==> src/rtl/biriscv_issue_queue.sv <==
// ----------------------------------------------------------------------------
// biriscv_issue_queue
//   Dual-slot in, dual-slot out circular issue queue between decode/fetch and
//   the issue stage. Up to two decoded instructions are written per cycle and
//   up to two are consumed per cycle, always in program order.
//
//   Ports
//     clk_i, rst_i             clock, asynchronous active-high reset
//     flush_i                  redirect: discard every entry and same-cycle enqueue
//     fetch{0,1}_valid_i       decoded slot valid
//     fetch{0,1}_instr_i       instruction word (32)
//     fetch{0,1}_pc_i          instruction PC (32)
//     fetch{0,1}_fault_i       {fault_page, fault_fetch}
//     fetch{0,1}_info_i        {lsu_v, invalid, rd_valid, csr, div, mul, branch, lsu, exec}
//     fetch{0,1}_accept_o      slot accepted this cycle
//     issue{0,1}_valid_o       head / head+1 entry present
//     issue{0,1}_instr/pc/fault/info_o  entry payload, zero when not valid
//     issue{0,1}_accept_i      issue stage consumes the entry
//     level_o                  current occupancy
// ----------------------------------------------------------------------------
module biriscv_issue_queue #(
    parameter int unsigned DEPTH   = 4,
    parameter int unsigned DEPTH_W = 2
) (
    input  logic               clk_i,
    input  logic               rst_i,
    input  logic               flush_i,

    input  logic               fetch0_valid_i,
    input  logic [31:0]        fetch0_instr_i,
    input  logic [31:0]        fetch0_pc_i,
    input  logic [1:0]         fetch0_fault_i,
    input  logic [8:0]         fetch0_info_i,
    output logic               fetch0_accept_o,

    input  logic               fetch1_valid_i,
    input  logic [31:0]        fetch1_instr_i,
    input  logic [31:0]        fetch1_pc_i,
    input  logic [1:0]         fetch1_fault_i,
    input  logic [8:0]         fetch1_info_i,
    output logic               fetch1_accept_o,

    output logic               issue0_valid_o,
    output logic [31:0]        issue0_instr_o,
    output logic [31:0]        issue0_pc_o,
    output logic [1:0]         issue0_fault_o,
    output logic [8:0]         issue0_info_o,
    input  logic               issue0_accept_i,

    output logic               issue1_valid_o,
    output logic [31:0]        issue1_instr_o,
    output logic [31:0]        issue1_pc_o,
    output logic [1:0]         issue1_fault_o,
    output logic [8:0]         issue1_info_o,
    input  logic               issue1_accept_i,

    output logic [DEPTH_W:0]   level_o
);

    localparam int unsigned CNT_W = DEPTH_W + 1;

    // One queue entry: 75 bits of payload.
    typedef struct packed {
        logic [31:0] instr;
        logic [31:0] pc;
        logic [1:0]  fault;
        logic [8:0]  info;
    } entry_t;

    entry_t               ram_q [DEPTH];
    logic [DEPTH_W-1:0]   wr_ptr_q;
    logic [DEPTH_W-1:0]   rd_ptr_q;
    logic [CNT_W-1:0]     count_q;

    logic                 enq0;
    logic                 enq1;
    logic                 deq0;
    logic                 deq1;
    logic [1:0]           enq_n;
    logic [1:0]           deq_n;
    logic [DEPTH_W-1:0]   wr1_idx;
    logic [DEPTH_W-1:0]   rd1_idx;
    entry_t               slot0;
    entry_t               slot1;
    entry_t               head0;
    entry_t               head1;

    // Accept credit comes only from the pre-dequeue occupancy, so a write can
    // never land on an entry that is still live.
    always_comb begin
        fetch0_accept_o = (count_q <= CNT_W'(DEPTH - 1));
        fetch1_accept_o = (count_q <= CNT_W'(DEPTH - 2));
        issue0_valid_o  = (count_q >= CNT_W'(1));
        issue1_valid_o  = (count_q >= CNT_W'(2));
        level_o         = count_q;
    end

    // Handshakes; head+1 may only leave together with the head.
    always_comb begin
        enq0  = fetch0_valid_i & fetch0_accept_o;
        enq1  = fetch1_valid_i & fetch1_accept_o;
        deq0  = issue0_valid_o & issue0_accept_i;
        deq1  = deq0 & issue1_valid_o & issue1_accept_i;
        enq_n = {1'b0, enq0} + {1'b0, enq1};
        deq_n = {1'b0, deq0} + {1'b0, deq1};
    end

    // Slot1 follows slot0 when both write, otherwise takes wr_ptr itself.
    always_comb begin
        wr1_idx = wr_ptr_q + DEPTH_W'(enq0);
        rd1_idx = rd_ptr_q + DEPTH_W'(1);
    end

    // Pack incoming slots into entries.
    always_comb begin
        slot0.instr = fetch0_instr_i;
        slot0.pc    = fetch0_pc_i;
        slot0.fault = fetch0_fault_i;
        slot0.info  = fetch0_info_i;
        slot1.instr = fetch1_instr_i;
        slot1.pc    = fetch1_pc_i;
        slot1.fault = fetch1_fault_i;
        slot1.info  = fetch1_info_i;
    end

    // Read straight from storage; payloads are blanked when the entry is absent.
    always_comb begin
        head0 = '0;
        head1 = '0;
        if (issue0_valid_o) begin
            head0 = ram_q[rd_ptr_q];
        end
        if (issue1_valid_o) begin
            head1 = ram_q[rd1_idx];
        end
        issue0_instr_o = head0.instr;
        issue0_pc_o    = head0.pc;
        issue0_fault_o = head0.fault;
        issue0_info_o  = head0.info;
        issue1_instr_o = head1.instr;
        issue1_pc_o    = head1.pc;
        issue1_fault_o = head1.fault;
        issue1_info_o  = head1.info;
    end

    // Pointer and occupancy state. A flush wins over any same-cycle traffic.
    always_ff @(posedge clk_i or posedge rst_i) begin
        if (rst_i) begin
            wr_ptr_q <= '0;
            rd_ptr_q <= '0;
            count_q  <= '0;
        end else if (flush_i) begin
            wr_ptr_q <= '0;
            rd_ptr_q <= '0;
            count_q  <= '0;
        end else begin
            wr_ptr_q <= wr_ptr_q + DEPTH_W'(enq_n);
            rd_ptr_q <= rd_ptr_q + DEPTH_W'(deq_n);
            count_q  <= count_q + CNT_W'(enq_n) - CNT_W'(deq_n);
        end
    end

    // Entry storage; flushed writes are dropped since they could never issue.
    always_ff @(posedge clk_i or posedge rst_i) begin
        if (rst_i) begin
            for (int i = 0; i < int'(DEPTH); i++) begin
                ram_q[i] <= '0;
            end
        end else if (!flush_i) begin
            if (enq0) begin
                ram_q[wr_ptr_q] <= slot0;
            end
            if (enq1) begin
                ram_q[wr1_idx] <= slot1;
            end
        end
    end

endmodule
==> config.mk <==
export PLATFORM = sky130hd
export DESIGN_NAME = biriscv_issue_queue
export DESIGN_NICKNAME = d
export VERILOG_FILES = /design/src/rtl/biriscv_issue_queue.sv
export SDC_FILE = /design/constraint.sdc
export NUM_CORES = 1
export LEC_CHECK = 0
export CORE_UTILIZATION = 46
export CTS_CLUSTER_DIAMETER = 80
export DETAILED_ROUTE_END_ITERATION = 8
export HOLD_SLACK_MARGIN = 0.12
export MAX_ROUTING_LAYER = met4
export PLACE_DENSITY_LB_ADDON = 0.08
export SLEW_MARGIN = 20
export SYNTH_ARGS = -nofsm -noshare
export SYNTH_HDL_FRONTEND = slang
export SYNTH_SLANG_ARGS = --single-unit
==> constraint.sdc <==
create_clock -name clk_i -period 28.4 [get_ports clk_i]
set_clock_uncertainty 0.05 [all_clocks]
set_input_delay 2.84 -clock clk_i [delete_from_list [all_inputs] [get_ports clk_i]]
set_output_delay 2.84 -clock clk_i [all_outputs]
set_load 0.02 [all_outputs]
Yosys cells after proc, flatten, opt, wreduce, memory -nomap -nowiden --
Index checks and enable logic that the tools add are counted.
Storage, ports and cells: bits in registers 307, bits of input ports 157, output and inout port bits 157, word-level logic and storage cells 68
Cells by class: add/subtract/negate cells 8, magnitude comparators 10, multiplexer cells 20, bitwise gates (word level) 9, reduce and logical (&&, ||, !) cells 2
Operators by type and width (count):
- $mux 300 | 3
- $bwmux 300 | 2
- $mux 75 | 8
- $bmux 75 s2 | 2
- $demux 75 s2 | 2
- $ge 3x3->1 const B | 4
- $not 2->3 | 4
- $le 3x2->1 const B | 2
- $lt 3x1->1 const B | 2
- $and 1x1->1 | 5
- $add 1x1->2 | 2
- $add 2x2->2 | 2
- $mux 2 | 2
- $add 3x2->3 | 1
- $ge 3x1->1 const B | 1
- $ge 3x2->1 const B | 1
- $mux 3 | 1
- $sub 3x2->3 | 1
- $add 2x1->2 | 1
- $add 2x1->2 const B | 1
- $logic_and 1x1->1 | 2

Logic depth before layout (Yosys ltp) --
Gate-level depths: netlist of the first run.
depth in word-level cells 10, depth in mapped cells 12, depth with buffers taken out 11

Least setup slack after synthesis of the first run --
OpenSTA, ideal clock, no wires.
path type register to output, from register rd_ptr_q[0], to output issue0_pc_o[31], arrival time 1818 ps, required time 25510 ps, path slack 23692 ps, cell stages (with the launch flop) 7, path through dfrtp_1 -> clkbuf_1 -> buf_2 -> buf_1 -> buf_2 -> mux4_2 -> and2_1
Between the ends: word-level cells in the longest chain between the ends 5
RTL lines:
- start: declaration | RTL line 72 | logic [DEPTH_W-1:0] rd_ptr_q;
- start signal: assignment | RTL line 158 | rd_ptr_q <= rd_ptr_q + DEPTH_W'(deq_n);
- $not 2->3 (not written as such) | RTL line 131 | head0 = ram_q[rd_ptr_q];
- $bmux 75 s2 | RTL line 131
- $mux 75 (not written as such) (2 in series) | RTL line 131
- $mux 75 | RTL line 130 | if (issue0_valid_o) begin
- end: declaration | RTL line 45 | output logic [31:0] issue0_pc_o,
Every way passes these cells. The select of a mux whose other input is x is not followed.

Worst setup path after layout of the first run --
from register rd_ptr_q[0], to output issue1_instr_o[31]
Between the ends: word-level cells in the longest chain between the ends 6
RTL lines:
- $add 2x1->2 | RTL line 111 | rd1_idx = rd_ptr_q + DEPTH_W'(1);
- $not 2->3 (not written as such) | RTL line 134 | head1 = ram_q[rd1_idx];
- $bmux 75 s2 | RTL line 134
- $mux 75 (not written as such) (2 in series) | RTL line 134
- $mux 75 | RTL line 133 | if (issue1_valid_o) begin
- end: declaration | RTL line 51 | output logic [31:0] issue1_instr_o,
Every way passes these cells. The select of a mux whose other input is x is not followed.

==> out/metrics.cfg, run 1 <==
[detailed_routing]
avgRoutedWirePerCell_um = 24.68
first_pass_iters = 6
final_antenna_net_count = 0
vias = 15903
viasPerCell = 6.359
drt_wl_total_um = 61720
first_iter_violations = 1389
drc = 0

[yosys]
async_flop_share_pct = 100.0
yosysUniqueCellTypes = 33
yosysTopAreaCell = dfrtp_1
seq_area_frac_synth_pct = 40.64
synth_cells = 1748
synth_area_leaders = dfrtp_1 (41%), mux4_2 (18%), and2_1 (10%)
syn_avg_cell_area_um2 = 10.82
synthFlopType = dfrtp_1
syn_nets = 1914
syn_area_um2 = 18910
synth_commonest_cells = dfrtp_1 (307), and2_1 (302), inv_1 (158)
yosysMostFrequentCell = dfrtp_1
synth.top_cell.area_share_pct = 40.64
synth_edf_count = 0
ys_ff_latch = 307
ys_warn_count = 0

[pwr]
p_sw_share_pct = 37.96
power_frac_comb_pct = 52.5
p_switching_w = 0.001051
power.density_nw_per_um2 = 118.2
pwr-share-clk_pct = 17.8
leakage_nw = 9.784
seqPwrFrac_pct = 29.7
peakVddDrop_mv = 0.1269
p_int_w = 0.001717

[floorplanning]
die_w_um = 204.7
die_area_um2 = 41910
core-area_um2 = 40100
start_util_pct = 47.15
rows = 73
pin_count = 314
die_h_um = 204.7

[sta]
hold_viol = 0
finalMaxSlewViolations = 0
max_freq_mhz = 148.6
period_share_pct = 23.70
final.min_clock_period_ns = 6.731
whs_ns = 0.4849
setup_viol = 0
grt_setup_unrepaired = no
maxSlewHeadroom_pct = 19.47
worst_pin_slew_ns = 1.208
setup_tns_ns = 0

[clock_network]
clk_path_buf_depth = 3
cts_tree = done
cts_sinks = 307
numCtsBuffers = 37
cts_resized = 0
cts_max_level = 2
cts_root_buf = clkbuf_16
ctsHoldBuffers = 0
cts_setup_buffers = 0
cts.clk_slew.worst_paths_ns = 0.06
clkLatencyLatePin_ns = 0.51

[setup_path]
crit_type = reg2out
r2r_end = ram_q[165]
endpoint_kind = output port
timing.rr.start = level_o[2]
crit_required_ns = 25.51
cp_max_fo = 56
crit_slowest_cell = dfrtp_4
reg2reg_depth = 8
crit_chain = buf_4, mux4_2, and2_1, clkdlybuf4s50_1
max_stage_delay_ns = 0.99
crit_path_start_kind = flop
rrSetupSlack_ns = 24.51
arrival_ns = 3.84

[place]
placedCellCount = 2430
io_buffers = 313
place_hpwl_um = 35300
place.gp.congestion = 0.8292

[final_layout]
fin_nets = 2110
drive_gt1_share_pct = 12.54
fin_cells = 2501
syn2layout_area_growth_pct = 23.83

[worst_hold_path]
whs_endpoint = ram_q[188]
worstHoldPathCells = 1
hp-class = reg2reg
min_from = ram_q[188]

[global_routing]
grt_usage_pct = 30.72
grt_antenna_before_repair = 6
grt_pass1_vias = 15959
gr-total-overflow = 0
grt_max_degree = 109
grt_pass1_wl_um = 95410

[outcome]
status = complete, no violations

[flow_run]
drv_cap = 0

-- registers in the layout, indices dropped and copies added, names as in the netlist --
name	count
wr_ptr_q	2
ram_q	300
level_o	3
rd_ptr_q	2
-- stage by stage --
| stage | instance area [µm²] | worst slack (ns) | utilization [%] | total power [W] |
|---|---|---|---|---|
| final | 23410 | 21.67 | 58.38 | 0.002768 |
| after global routing | 23410 | 21.39 | 58.38 | 0.002922 |
| after CTS | 23390 | 21.55 | 58.35 | 0.002778 |
| after detailed placement | 22140 | 21.64 | 55.23 | 0.002278 |
| after global placement | 22140 | 21.70 | 55.23 | 0.002250 |
| after floorplan | 18910 | 17.02 | - | 0.001743 |
-- worst max-delay path by stage --
stage | from | end | slack (ns)
4_1_cts | rd_ptr_q[0] | issue1_instr_o[31] | 21.55
3_3_place_gp | fetch0_valid_i | ram_q[166] | 21.70
3_5_place_dp | fetch0_valid_i | ram_q[168] | 21.64
2_1_floorplan | rst_i | level_o[0] | 17.02
5_1_grt | rd_ptr_q[0] | issue1_instr_o[31] | 21.39
6_report | rd_ptr_q[0] | issue1_instr_o[31] | 21.67
-- placed cells by master, fill, tap and decap left out, drive strengths merged, types with 2 or more instances in the layout --
cell / count
clkinv: 3
nand2: 2
xnor2: 4
a221o: 150
and4: 2
a221oi: 150
nor3: 150
nor2: 157
fa: 2
and2: 302
nor2b: 5
bufinv: 4
nand4: 2
clkbuf: 56
mux4: 150
dfrtp: 307
clkdlybuf4s50: 312
inv: 159
ha: 7
buf: 27
diode: 6
o31a: 2
xor2: 4
a21oi: 2
-- power groups by stage --
stage               Sequential (W)  Combinational (W)  Clock [W]
floorplan                 0.000749           0.000994          0
global placement          0.000810            0.00144          0
detailed placement        0.000823            0.00146          0
CTS                       0.000817            0.00146   0.000499
global route              0.000848            0.00156   0.000517
finish                    0.000822            0.00145   0.000492
-- cell families after synthesis --
logic type	synth area share, %
buf+inv	7.525
fa+ha+maj	0.6750
xor+xnor	0.3706
flops	40.64
simple gates	17.76
compound gates	15.17
mux	17.87
-- cell type report --
class / instances / area, µm²
multi-input cells: 1101 / 9867
fillers: 3362 / 16690
repair buffers: 339 / 3329
inverters: 158 / 600.6
diodes: 6 / 15.01
clock buffers: 56 / 1100
flip-flops and latches: 307 / 7690
well taps: 525 / 656.9
clock inverters: 9 / 151.4
-- critical path, delay by kind of cell (launching register included) --
| kind | cells | cell delay [ns] |
|---|---|---|
| AND/OR/NAND/NOR | 1 | 0.19 |
| multiplexers | 1 | 0.67 |
| buffers and inverters | 2 | 1.45 |
| flip-flops | 1 | 0.99 |
-- per-layer routing --
| layer | routed length [µm] | vias to the layer above | track usage [%] |
|---|---|---|---|
| li1 | - | 6932 | - |
| met1 | 26390 | 8134 | 42.35 |
| met2 | 29110 | 720 | 46.74 |
| met3 | 4572 | 117 | 4.438 |
| met4 | 1655 | 0 | 10.10 |
| met5 | 0 | - | - |
Note: power is estimated with default switching activity, not from simulation.
==> inputs of run 2 (changes only) <==
clock period = 5.8 ns   (was 28.4 ns; I/O delays follow)
==> run 2 against run 1 <==
- non-clock buffer count up 5
- sequential cell count unchanged
- sequential power rose to 4.9 times the previous value
- cell count up 0.32%
- global-route usage up 0.15 points
- hold slack worse by 0.0037 ns
- power rose to 4.9 times the previous value
- via count about the same
- critical endpoint is now issue0_fault_o[1]
- highest routed layer unchanged
==> out/metrics.cfg, run 2 (synthesized netlist as in run 1, its figures left out) <==
[final_layout]
largest_reg_flops = 300
drive_gt1_share_pct = 12.88
fin_area_um2 = 23510
final_common_cell = clkdlybuf4s50_1
fin_nets = 2115
final_cell_mix = clkdlybuf4s50_1 (312), dfrtp_1 (305), and2_1 (302)
top_register = ram_q
fin_cells = 2509
syn2layout_area_growth_pct = 24.36

[sta]
finalMaxSlewViolations = 0
setup_tns_ns = 0
max_freq_mhz = 245.8
grt_setup_unrepaired = no
final.min_clock_period_ns = 4.068
setup_viol = 0
worst_pin_slew_ns = 1.119
period_share_pct = 70.13
maxSlewHeadroom_pct = 25.39
hold_viol = 0

[pwr]
peakVddDrop_mv = 0.3702
power_frac_comb_pct = 53.1
power.density_nw_per_um2 = 574.6
seqPwrFrac_pct = 29.7
pwr-share-clk_pct = 17.1
p_sw_share_pct = 38.10
leakage_nw = 9.823
p_int_w = 0.008363
p_switching_w = 0.005147

[clock_network]
clk_path_buf_depth = 3
cts_resized = 0
cts_root_buf = clkbuf_16
cts_tree = done
clkLatencyLatePin_ns = 0.51
cts_max_level = 2
cts.clk_slew.worst_paths_ns = 0.06
cts_setup_buffers = 0
ctsHoldBuffers = 0
numCtsBuffers = 37
cts_sinks = 307

[floorplanning]
rows = 73
core-area_um2 = 40100
start_util_pct = 47.15
die_area_um2 = 41910
die_h_um = 204.7
die_w_um = 204.7
pin_count = 314

[setup_path]
crit_type = reg2out
arrival_ns = 3.44
timing.rr.start = level_o[2]
rrSetupSlack_ns = 2.26
cp_max_fo = 43
endpoint_kind = output port
crit_path_start_kind = flop
r2r_end = level_o[2]
reg2reg_depth = 10
crit_required_ns = 5.17

[global_routing]
grt_pass1_wl_um = 96050
grt_max_degree = 133
grt_antenna_before_repair = 11
grt_pass1_vias = 16100
grt_usage_pct = 30.87
gr-total-overflow = 0

[worst_hold_path]
whs_endpoint = ram_q[161]
hp-class = reg2reg
worstHoldPathCells = 1
min_from = ram_q[161]

[detailed_routing]
viasPerCell = 6.340
drc = 0
final_antenna_net_count = 0
avgRoutedWirePerCell_um = 24.72
first_iter_violations = 1130
vias = 15906
drt_wl_total_um = 62040
first_pass_iters = 7

[place]
placedCellCount = 2434
placed_area_um2 = 22260
place_hpwl_um = 35540
io_buffers = 313
place.gp.congestion = 0.8419

[flow_run]
drv_cap = 0

[outcome]
status = complete, no violations

-- run 2: power groups by stage --
| stage | logic [W] | clock network, W | registers (W) |
|---|---|---|---|
| CTS | 0.00721 | 0.00235 | 0.00399 |
| detailed placement | 0.00718 | 0 | 0.00401 |
| global route | 0.00769 | 0.00244 | 0.00415 |
| global placement | 0.00708 | 0 | 0.00395 |
| floorplan | 0.00487 | 0 | 0.00367 |
| finish | 0.00718 | 0.00232 | 0.00401 |
-- run 2: per-stage QoR --
stage | setup WS (ns) | total power (W) | hold WS, ns | util, %
floorplan | 1.085 | 0.008534 | 0.4425 | -
global placement | 2.163 | 0.01104 | 0.4601 | 55.51
detailed placement | 2.078 | 0.01119 | 0.4712 | 55.51
CTS | 1.675 | 0.01355 | 0.4845 | 58.48
global route | 1.572 | 0.01427 | 0.5022 | 58.62
finish | 1.732 | 0.01351 | 0.4812 | 58.64
-- run 2: worst max-delay path, stage by stage (launching register included) --
cell and delay, ns:
dfrtp_1 0.56, or3_2 0.90, buf_4 0.54, and2_1 0.26, clkdlybuf4s50_1 0.62
-- run 2: final cells by class --
type	count	area [µm²]
diodes	12	30.03
clock buffers	51	1059
clock inverters	11	133.9
fillers	3342	16590
inverters	158	596.8
multi-input cells	1101	9867
flip-flops and latches	307	7690
well taps	525	656.9
repair buffers	344	3478
-- run 2: worst max-delay path by stage --
| stage | start | end | slack, ns |
|---|---|---|---|
| finish | level_o[2] | issue0_fault_o[1] | 1.73 |
| global route | level_o[2] | issue0_fault_o[1] | 1.57 |
| CTS | level_o[2] | issue0_fault_o[1] | 1.68 |
| detailed placement | fetch0_valid_i | ram_q[191] | 2.08 |
| global placement | fetch0_valid_i | ram_q[186] | 2.16 |
| floorplan | rst_i | level_o[0] | 1.09 |
-- run 2: routing by layer --
metal,vias up,wire [µm],global-route usage [%]
met1,8154,25850,41.14
met2,699,29440,47.30
met4,0,1544,10.31
met3,116,5198,6.077
li1,6937,-,-
met5,-,0,-
